<file path="src/rtl/return_stack_pkg.sv">
// Shared definitions for the return-address stack: full-policy constants,
// the per-edge stack operation code and the width helpers.
package return_stack_pkg;

  // Full-policy selection for the WrapMode parameter
  localparam int WRAP_REJECT   = 0;
  localparam int WRAP_CIRCULAR = 1;

  // Operation applied to the stack on one clock edge, resolved from Push/Pop
  // and the current Full/Empty state
  typedef enum logic [2:0] {
    OP_IDLE,       // nothing happens
    OP_PUSH,       // write at top pointer, pointer and count advance
    OP_PUSH_WRAP,  // full circular push: pointer advances, count stays at Depth
    OP_POP,        // pointer and count retreat
    OP_REPLACE,    // simultaneous push and pop: top entry rewritten in place
    OP_REJECT,     // push while full without wrap: no state change
    OP_POP_EMPTY   // pop while empty: no state change
  } stack_op_e;

  // Bits needed to address Depth entries
  function automatic int ptr_bits(input int depth);
    return $clog2(depth);
  endfunction

  // Bits needed to hold a count of 0..Depth
  function automatic int count_bits(input int depth);
    return $clog2(depth + 1);
  endfunction

endpackage

</file>
<file path="src/rtl/return_stack_if.sv">
// Push/pop and status bundle between the CPU sequencer (master) and the
// return stack (slave). HighWater exists only when RSTK_HIGHWATER_EN is defined.
interface return_stack_if #(
  parameter int DataWidth = 8,
  parameter int Depth     = 4
);
  localparam int CountBits = return_stack_pkg::count_bits(Depth);

  logic                 Push;
  logic                 Pop;
  logic [DataWidth-1:0] DIn;
  logic                 ErrClr;
  logic [DataWidth-1:0] DOut;
  logic                 Empty;
  logic                 Full;
  logic [CountBits-1:0] Count;
  logic                 Overflow;
  logic                 Underflow;
`ifdef RSTK_HIGHWATER_EN
  logic [CountBits-1:0] HighWater;

  modport master (
    output Push, Pop, DIn, ErrClr,
    input  DOut, Empty, Full, Count, Overflow, Underflow, HighWater
  );
  modport slave (
    input  Push, Pop, DIn, ErrClr,
    output DOut, Empty, Full, Count, Overflow, Underflow, HighWater
  );
`else
  modport master (
    output Push, Pop, DIn, ErrClr,
    input  DOut, Empty, Full, Count, Overflow, Underflow
  );
  modport slave (
    input  Push, Pop, DIn, ErrClr,
    output DOut, Empty, Full, Count, Overflow, Underflow
  );
`endif
endinterface

</file>
<file path="src/rtl/return_stack_stack_pointer.sv">
// Top-pointer / entry-count tracker for the return stack. The pointer wraps
// naturally modulo Depth; the count saturates at 0 and Depth.
module return_stack_stack_pointer
  import return_stack_pkg::*;
#(
  parameter  int Depth     = 4,
  localparam int PtrBits   = ptr_bits(Depth),
  localparam int CountBits = count_bits(Depth)
) (
  input  logic                 Clk,
  input  logic                 Reset,
  input  stack_op_e            op,
  output logic [PtrBits-1:0]   top_ptr,
  output logic [CountBits-1:0] count,
  output logic [CountBits-1:0] count_next,
  output logic                 full,
  output logic                 empty
);

  localparam logic [PtrBits-1:0]   PTR_ONE    = PtrBits'(1);
  localparam logic [CountBits-1:0] COUNT_ONE  = CountBits'(1);
  localparam logic [CountBits-1:0] COUNT_FULL = CountBits'(Depth);

  logic [PtrBits-1:0]   top_ptr_q, top_ptr_d;
  logic [CountBits-1:0] count_q,   count_d;

  // Next pointer/count for the resolved operation
  always_comb begin
    top_ptr_d = top_ptr_q;
    count_d   = count_q;
    case (op)
      OP_PUSH: begin
        top_ptr_d = top_ptr_q + PTR_ONE;
        if (count_q != COUNT_FULL) count_d = count_q + COUNT_ONE;
      end
      OP_PUSH_WRAP: begin
        // oldest entry is overwritten, so the live count does not change
        top_ptr_d = top_ptr_q + PTR_ONE;
      end
      OP_POP: begin
        top_ptr_d = top_ptr_q - PTR_ONE;
        if (count_q != '0) count_d = count_q - COUNT_ONE;
      end
      default: ;
    endcase
  end

  // Pointer and count registers, cleared asynchronously
  always_ff @(posedge Clk or negedge Reset) begin
    if (!Reset) begin
      top_ptr_q <= '0;
      count_q   <= '0;
    end else begin
      top_ptr_q <= top_ptr_d;
      count_q   <= count_d;
    end
  end

  assign top_ptr    = top_ptr_q;
  assign count      = count_q;
  assign count_next = count_d;
  assign full       = (count_q == COUNT_FULL);
  assign empty      = (count_q == '0);

endmodule

</file>
<file path="src/rtl/return_stack.sv">
// Multi-entry hardware return-address stack (JPL pushes, RET pops).
// Holds the entry array, DOut gating and the sticky Overflow/Underflow flags;
// pointer/count bookkeeping lives in return_stack_stack_pointer.
// Optional feature: define RSTK_HIGHWATER_EN to add the HighWater output.
module return_stack
  import return_stack_pkg::*;
#(
  parameter int DataWidth = 8,
  parameter int Depth     = 4,
  parameter int WrapMode  = WRAP_REJECT
) (
  input  logic            Clk,
  input  logic            Reset,
  return_stack_if.slave   bus
);

  localparam int PtrBits   = ptr_bits(Depth);
  localparam int CountBits = count_bits(Depth);
  localparam logic [PtrBits-1:0] PTR_ONE = PtrBits'(1);

  stack_op_e            op;
  logic                 ovf_set, udf_set;
  logic                 wr_en;
  logic [PtrBits-1:0]   wr_idx;
  logic [PtrBits-1:0]   top_ptr;
  logic [CountBits-1:0] count, count_next;
  logic                 full, empty;
  logic                 overflow_q, overflow_d;
  logic                 underflow_q, underflow_d;
  logic [DataWidth-1:0] mem_q [Depth];
  logic [DataWidth-1:0] dout;

  return_stack_stack_pointer #(.Depth(Depth)) u_stack_pointer (
    .Clk        (Clk),
    .Reset      (Reset),
    .op         (op),
    .top_ptr    (top_ptr),
    .count      (count),
    .count_next (count_next),
    .full       (full),
    .empty      (empty)
  );

  // Resolve Push/Pop against Full/Empty into one operation plus error events
  always_comb begin
    op      = OP_IDLE;
    ovf_set = 1'b0;
    udf_set = 1'b0;
    if (bus.Push && bus.Pop) begin
      if (empty) begin
        // nothing to pop, but the push still goes through
        op      = OP_PUSH;
        udf_set = 1'b1;
      end else begin
        op = OP_REPLACE;
      end
    end else if (bus.Push) begin
      if (!full) begin
        op = OP_PUSH;
      end else begin
        ovf_set = 1'b1;
        op      = (WrapMode == WRAP_CIRCULAR) ? OP_PUSH_WRAP : OP_REJECT;
      end
    end else if (bus.Pop) begin
      if (!empty) begin
        op = OP_POP;
      end else begin
        op      = OP_POP_EMPTY;
        udf_set = 1'b1;
      end
    end
  end

  // Write port: replace targets the current top, pushes the next free slot
  always_comb begin
    wr_en  = (op == OP_PUSH) || (op == OP_PUSH_WRAP) || (op == OP_REPLACE);
    wr_idx = (op == OP_REPLACE) ? (top_ptr - PTR_ONE) : top_ptr;
  end

  // Entry array; contents are deliberately left unreset
  always_ff @(posedge Clk) begin
    if (wr_en) mem_q[wr_idx] <= bus.DIn;
  end

  // Sticky flags: a new error in the same cycle as ErrClr wins
  always_comb begin
    overflow_d  = (bus.ErrClr ? 1'b0 : overflow_q)  | ovf_set;
    underflow_d = (bus.ErrClr ? 1'b0 : underflow_q) | udf_set;
  end

  // Error flag registers
  always_ff @(posedge Clk or negedge Reset) begin
    if (!Reset) begin
      overflow_q  <= 1'b0;
      underflow_q <= 1'b0;
    end else begin
      overflow_q  <= overflow_d;
      underflow_q <= underflow_d;
    end
  end

  // Top-of-stack read, forced to zero while the stack is empty
  always_comb begin
    dout = empty ? '0 : mem_q[top_ptr - PTR_ONE];
  end

  assign bus.DOut      = dout;
  assign bus.Empty     = empty;
  assign bus.Full      = full;
  assign bus.Count     = count;
  assign bus.Overflow  = overflow_q;
  assign bus.Underflow = underflow_q;

`ifdef RSTK_HIGHWATER_EN
  logic [CountBits-1:0] highwater_q, highwater_d;

  // Track the largest count seen, picked up on the edge the count rises
  always_comb begin
    highwater_d = (count_next > highwater_q) ? count_next : highwater_q;
  end

  // High-water register, cleared only by reset
  always_ff @(posedge Clk or negedge Reset) begin
    if (!Reset) highwater_q <= '0;
    else        highwater_q <= highwater_d;
  end

  assign bus.HighWater = highwater_q;
`endif

endmodule

</file>
<file path="src/flat_wrapper.sv">
// flat-port wrapper written by rule: the top's interface ports become plain ports
module return_stack_flat import return_stack_pkg::*;
#(
  parameter int DataWidth = 8,
  parameter int Depth     = 4,
  parameter int WrapMode  = WRAP_REJECT
)
  (Clk, Reset, bus_Push, bus_Pop, bus_DIn, bus_ErrClr, bus_DOut, bus_Empty, bus_Full, bus_Count, bus_Overflow, bus_Underflow);
  return_stack_if #(.DataWidth(DataWidth), .Depth(Depth)) bus_i ();
  input  logic Clk;
  input  logic Reset;
  input wire logic [$bits(bus_i.Push)-1:0] bus_Push;
  input wire logic [$bits(bus_i.Pop)-1:0] bus_Pop;
  input wire logic [$bits(bus_i.DIn)-1:0] bus_DIn;
  input wire logic [$bits(bus_i.ErrClr)-1:0] bus_ErrClr;
  output wire logic [$bits(bus_i.DOut)-1:0] bus_DOut;
  output wire logic [$bits(bus_i.Empty)-1:0] bus_Empty;
  output wire logic [$bits(bus_i.Full)-1:0] bus_Full;
  output wire logic [$bits(bus_i.Count)-1:0] bus_Count;
  output wire logic [$bits(bus_i.Overflow)-1:0] bus_Overflow;
  output wire logic [$bits(bus_i.Underflow)-1:0] bus_Underflow;
  assign bus_i.Push = bus_Push;
  assign bus_i.Pop = bus_Pop;
  assign bus_i.DIn = bus_DIn;
  assign bus_i.ErrClr = bus_ErrClr;
  assign bus_DOut = bus_i.DOut;
  assign bus_Empty = bus_i.Empty;
  assign bus_Full = bus_i.Full;
  assign bus_Count = bus_i.Count;
  assign bus_Overflow = bus_i.Overflow;
  assign bus_Underflow = bus_i.Underflow;
  return_stack #(.DataWidth(DataWidth), .Depth(Depth), .WrapMode(WrapMode)) u_core (.Clk(Clk), .Reset(Reset), .bus(bus_i));
endmodule
</file>
<file path="config.mk">
export PLATFORM = sky130hd
export DESIGN_NAME = return_stack_flat
export DESIGN_NICKNAME = d
export VERILOG_FILES = /design/src/rtl/return_stack_pkg.sv /design/src/rtl/return_stack_if.sv /design/src/rtl/return_stack_stack_pointer.sv /design/src/rtl/return_stack.sv /design/src/flat_wrapper.sv
export SDC_FILE = /design/constraint.sdc
export NUM_CORES = 1
export LEC_CHECK = 0
export ABC_AREA = 1
export ABC_CLOCK_PERIOD_IN_PS = 2400
export CORE_ASPECT_RATIO = 2
export CORE_UTILIZATION = 45
export DETAILED_ROUTE_END_ITERATION = 10
export PLACE_DENSITY = 0.77
export SYNTH_ARGS = -nofsm -noshare
export SYNTH_HDL_FRONTEND = slang
export SYNTH_SLANG_ARGS = --single-unit
</file>
<file path="constraint.sdc">
create_clock -name Clk -period 2.4 [get_ports Clk]
set_input_delay 0.48 -clock Clk [delete_from_list [all_inputs] [get_ports Clk]]
set_output_delay 0.48 -clock Clk [all_outputs]
set_load 0.02 [all_outputs]
</file>
After elaboration in Yosys (flattened, before gate mapping) --
Memory sizes are Yosys's and may differ from the RTL's. Cells that the tools add are included.
Word-level totals: memory bits (writable) 32, flip-flop bits (word level) 7, output and inout bits 15, memories kept 1, input bits 13
Memories:
- u_core.mem_q | depth 4, bits a word 8, rd ports 1, clocked after Yosys merged registers in 0, write ports 1, RTL line return_stack.sv:30 | logic [DataWidth-1:0] mem_q [Depth];
Cells by class: muxes and demuxes 23, add/subtract/negate cells 4, reductions and logical operators 9, equal/unequal tests 8, bitwise operators 2
Operator list (number):
- two-way mux 3 bit | 8
- two-way mux 1 bit | 11
- two-way mux 8 bit | 1
- equality test 3 x 2 -> 1 bit, second input constant | 2
- equality test 3 bit, second input constant | 2
- one-hot mux 3 bit (2 select lines) | 1
- != test 2 bit, second input constant | 2
- one-hot mux 2 bit (2 select lines) | 1
- nonzero test 2 bit | 2
- adder 3 x 1 -> 3 bit, second input constant | 1
- equality test 3 x 1 -> 1 bit, second input constant | 1
- zero test 3 bit | 1
- != test 3 bit, second input constant | 1
- AND reduction 3 bit | 1
- nonzero test 3 bit | 1
- subtractor 3 x 1 -> 3 bit, second input constant | 1
- adder 2 x 1 -> 2 bit, second input constant | 1
- logical OR 1 bit | 2
- two-way mux 2 bit | 1
- OR 1 bit | 2
- OR reduction 2 bit | 1
- subtractor 2 x 1 -> 2 bit, second input constant | 1
- logical AND 1 bit | 1

Depth between registers and ports, before layout --
depth in word-level cells 10, gate-level depth with buffers 10, depth with buffers taken out 10

By module --
From an unflattened synthesis, not the netlist that was laid out.
Unflattened totals: cells, all modules 209, area, all modules 1960.6 sq um
Modules (own cells, without submodules):
- return_stack | sequential area each 1011.0 sq um, times used 1, cells an instance 150, area an instance 1547.7 sq um
- return_stack_stack_pointer | sequential area each 125.1 sq um, times used 1, cells an instance 59, area an instance 412.9 sq um

Worst setup path after synthesis --
Ideal clock, no wire load.
path kind flip-flop to flip-flop, from register u_core.u_stack_pointer.count_q[2], in the netlist u_core.u_stack_pointer.count[2], to memory u_core.mem_q[0][0] (enable), stages on the path, launching flop included 6, setup slack 0.459 ns, data arrival time 1.558 ns, cells stage by stage dfrtp_1 inv_1 nand2_4 nand2_4 xor2_2 nor3_1
On the way: word-level cells in the longest chain between the ends 10, elaborated cells on any way between the ends 16, classes of those cells eq/ne (4); mux (9); reduce/logical (3)
Ends and longest elaborated chain:
- from (decl) | RTL line return_stack_stack_pointer.sv:25 | logic [CountBits-1:0] count_q, count_d;
- from (signal assigned) | RTL line return_stack_stack_pointer.sv:55 | count_q <= count_d;
- zero test 3 bit | RTL line return_stack_stack_pointer.sv:63 | assign empty = (count_q == '0);
- two-way mux 3 bit | RTL line return_stack.sv:65 | if (!empty) begin
- two-way mux 3 bit | RTL line return_stack.sv:64 | end else if (bus.Pop) begin
- two-way mux 3 bit | RTL line return_stack.sv:57 | end else if (bus.Push) begin
- two-way mux 3 bit (*) | RTL line return_stack.sv:49 | if (bus.Push && bus.Pop) begin
- equality test 3 x 1 -> 1 bit or equality test 3 x 2 -> 1 bit (tied branches) | RTL line return_stack.sv:76 | wr_en = (op == OP_PUSH) || (op == OP_PUSH_WRAP) || (op == OP_REPLACE);
- logical OR 1 bit (2 in a row) | RTL line return_stack.sv:76
- two-way mux 1 bit | RTL line return_stack.sv:82 | if (wr_en) mem_q[wr_idx] <= bus.DIn;
- two-way mux 1 bit (not written as such) | RTL line return_stack.sv:82
- to (decl) | RTL line return_stack.sv:30
Every way passes the cells marked *; elsewhere a longest branch is shown, timed or not.

Worst setup path in the final report --
from register u_core.u_stack_pointer.count_q[1], in the netlist u_core.u_stack_pointer.count[1], to output bus_Empty
On the way: word-level cells in the longest chain between the ends 1
Ends and longest elaborated chain:
- zero test 3 bit | RTL line return_stack_stack_pointer.sv:63
- to (decl) | RTL line flat_wrapper.sv:17 | output wire logic [$bits(bus_i.Empty)-1:0] bus_Empty;
Every way passes these cells.

==> flow_metrics.py <==
metrics = {
    "outcome": {
        "status": "complete, no violations",
    },
    "timing": {
        "fin_skew_ps": 8.41,
        "final.setup.tns_ps": 0,
        "hold_violations": 0,
        "fin_crit_sh_pct": 96.4,
        "worst_hold_slack_ps": 465,
        "relSlewSlack_pct": 75.5,
        "setup_viol": 0,
        "rsz0062_at_grt": "false",
        "worst_pin_slew_ps": 367,
        "timing.fmax_mhz": 432,
        "slew_violations": 0,
        "layout_min_cycle_time_ps": 2310,
        "setup_ws_ps": 86.3,
    },
    "die": {
        "rows": 31,
        "die-area_sq_mm": 0.00412,
        "die_w_um": 45.9,
        "initial_core_util_pct": 47.6,
        "coreArea_sq_mm": 0.00365,
        "boundaryPins": 28,
        "die_y_um": 89.8,
    },
    "routing": {
        "vias": 1250,
        "drc_errors": 0,
        "drt_iter0_markers": 35,
        "vias_per_cell": 5.08,
        "wirelength_mm": 3.35,
        "wl_per_cell_um": 13.6,
        "antenna_left": 0,
        "firstDrtPassIters": 4,
    },
    "critical_path": {
        "cp-start-kind": "register",
        "arrival_ps": 1830,
        "worst-setup-path-type": "register to primary output",
        "required_ps": 1920,
        "worstReg2RegStart": "u_core.u_stack_pointer.count[1]",
        "crit_fanout": 10,
        "crit_start": "u_core.u_stack_pointer.count[1]",
        "cp-end-kind": "primary output",
    },
    "cells_and_area": {
        "drive_gt1_share_pct": 14.7,
        "diodes": 0,
        "nFillCells": 320,
        "mostFrequentLayoutCells": "nand2_1, edfxtp_1, clkdlybuf4s50_1",
        "layout.nets": 210,
        "final_common_cell": "nand2_1",
        "layout.area.seq_sq_mm": 0.00114,
        "area_delta_synth_final_pct": 26.2,
        "multiInputGateArea_sq_um": 534,
    },
    "clock_tree": {
        "clock-sinks": 39,
        "ctsHoldBuffers": 0,
        "clock_latency_ps": 290,
        "root_buffer": "clkbuf_8",
        "post-cts-setup-buffers": 0,
        "clockBufferDepth": 2,
        "cts_buffers": 5,
        "cts.clk_slew.worst_paths_ps": 80,
        "cts_tree": "built",
        "htreeDepth": 2,
    },
    "synthesis": {
        "synth_area_sq_mm": 0.00174,
        "avgSynthCellArea_sq_um": 10.9,
        "synthesis.nets": 173,
        "ys_ff_latch": 39,
        "ys_warn_count": 0,
        "ys_seq_area_share_pct": 65.5,
        "synthCells": 159,
        "synth_cell_types": 27,
    },
    "global_routing": {
        "grt_use_total_pct": 18.1,
        "grt_max_degree": 13,
        "grt_overflow": 0,
        "grt_pass1_vias": 1273,
        "grt_pass1_wl_mm": 5.45,
        "antenna_found_initial": 0,
    },
    "place": {
        "gp_congestion": 0.819,
        "dpl_worst_slack_ps": 169,
        "port_buffers": 27,
        "dpl.hpwl_mm": 2.44,
    },
    "run": {
        "maxCapViolations": 0,
    },
    "pwr": {
        "ir_drop_v": 0.000889,
        "p_per_area_mw_per_mm2": 1320,
        "p_leak_nw": 0.910,
    },
    "hold_path": {
        "holdCritPathClass": "primary input to async pin",
    },
}
## worst paths after layout
path | end | slack, ps | cells past startpoint
max | bus_Empty | 90 | 4
min | u_core.u_stack_pointer.top_ptr[1] | 460 | 1
max reg2reg | u_core.mem_q[3][1] | 680 | 7
min reg2reg | u_core.bus.Underflow | 530 | 2
max in group asynchronous | u_core.bus.Overflow | 1670 | 1
min in group Clk | u_core.bus.Underflow | 530 | 2
## sequential cells by signal, indices dropped and copies added (netlist names)
| register | count |
|---|---|
| u_core.u_stack_pointer.top_ptr | 2 |
| u_core.u_stack_pointer.count | 3 |
| u_core.bus.Overflow | 1 |
| u_core.bus.Underflow | 1 |
| u_core.mem_q | 32 |
## cell type report
cell class	count	share of cell area [%]
Clock buffer	5	3.14
Inverter	14	2.40
Clock inverter	3	1.77
Tap cell	49	2.80
Multi-Input combinational cell	104	24.4
Sequential cell	39	51.9
Timing Repair Buffer	32	13.6
## what timing repair did
item / CTS / global route
setup endpoints to repair: 8 / 0
gates resized for setup: 9 / 0
endpoints found under the hold margin: 0 / 0
## per-stage QoR
step                util [%]  cell area, sq um  instances  total power [mW]
floorplan                  -              1740        159              1.90
global placement        57.4              2090        238              2.44
detailed placement      57.4              2090        238              2.48
CTS                     60.1              2190        246              2.91
global route            60.1              2190        246              3.07
finish                  60.1              2190        246              2.89
## cells by family (layout without fill, tap and decap cells)
family                   after synthesis  in the layout  share of synthesized area, %
AND/OR/NAND/NOR                       87             87                          23.5
buffers and inverters                 16             54                          3.75
XOR/XNOR                               2              2                          1.44
adder cells (fa/ha/maj)                1              1                         0.721
AO/OA/AOI/OAI                         14             14                          5.12
flip-flops                            39             39                          65.5
## critical path, cell delays in order, from the launching register on
cell,delay (ps)
dfrtp_1,460
nor2_4,170
nand2_4,90
inv_2,170
clkdlybuf4s50_1,640
## report_power, final
group	leakage, nW	switching [mW]	internal, mW	total (mW)
Combinational	0.474	0.862	0.494	1.36
Clock	0.0556	0.216	0.304	0.520
Sequential	0.381	0.0974	0.918	1.02
Total	0.910	1.18	1.72	2.89
## layer usage
metal | track usage [%] | share of wire [%] | up-vias
met2 | 30.5 | 54 | 47
met3 | 5.02 | 5.2 | 13
met4 | 9.07 | 3.3 | 0
met1 | 19.3 | 37 | 583
met5 | 0 | 0 | -
li1 | - | - | 607
## cell usage after synthesis, drive strengths merged
library cell	instances	area share, %
nand2	68	16
nand4	3	1.1
o21ai	4	1.4
edfxtp	32	55
inv	14	3.0
a31oi	7	2.5
nand3	5	2.0
a21oi	1	0.29
dfrtp	7	10
a22oi	1	0.43
nor3	3	0.86
a22o	1	0.50
nor2	8	3.8
ha	1	0.72
buf	2	0.72
xor2	2	1.4
Note: power is estimated with default switching activity, not from simulation.
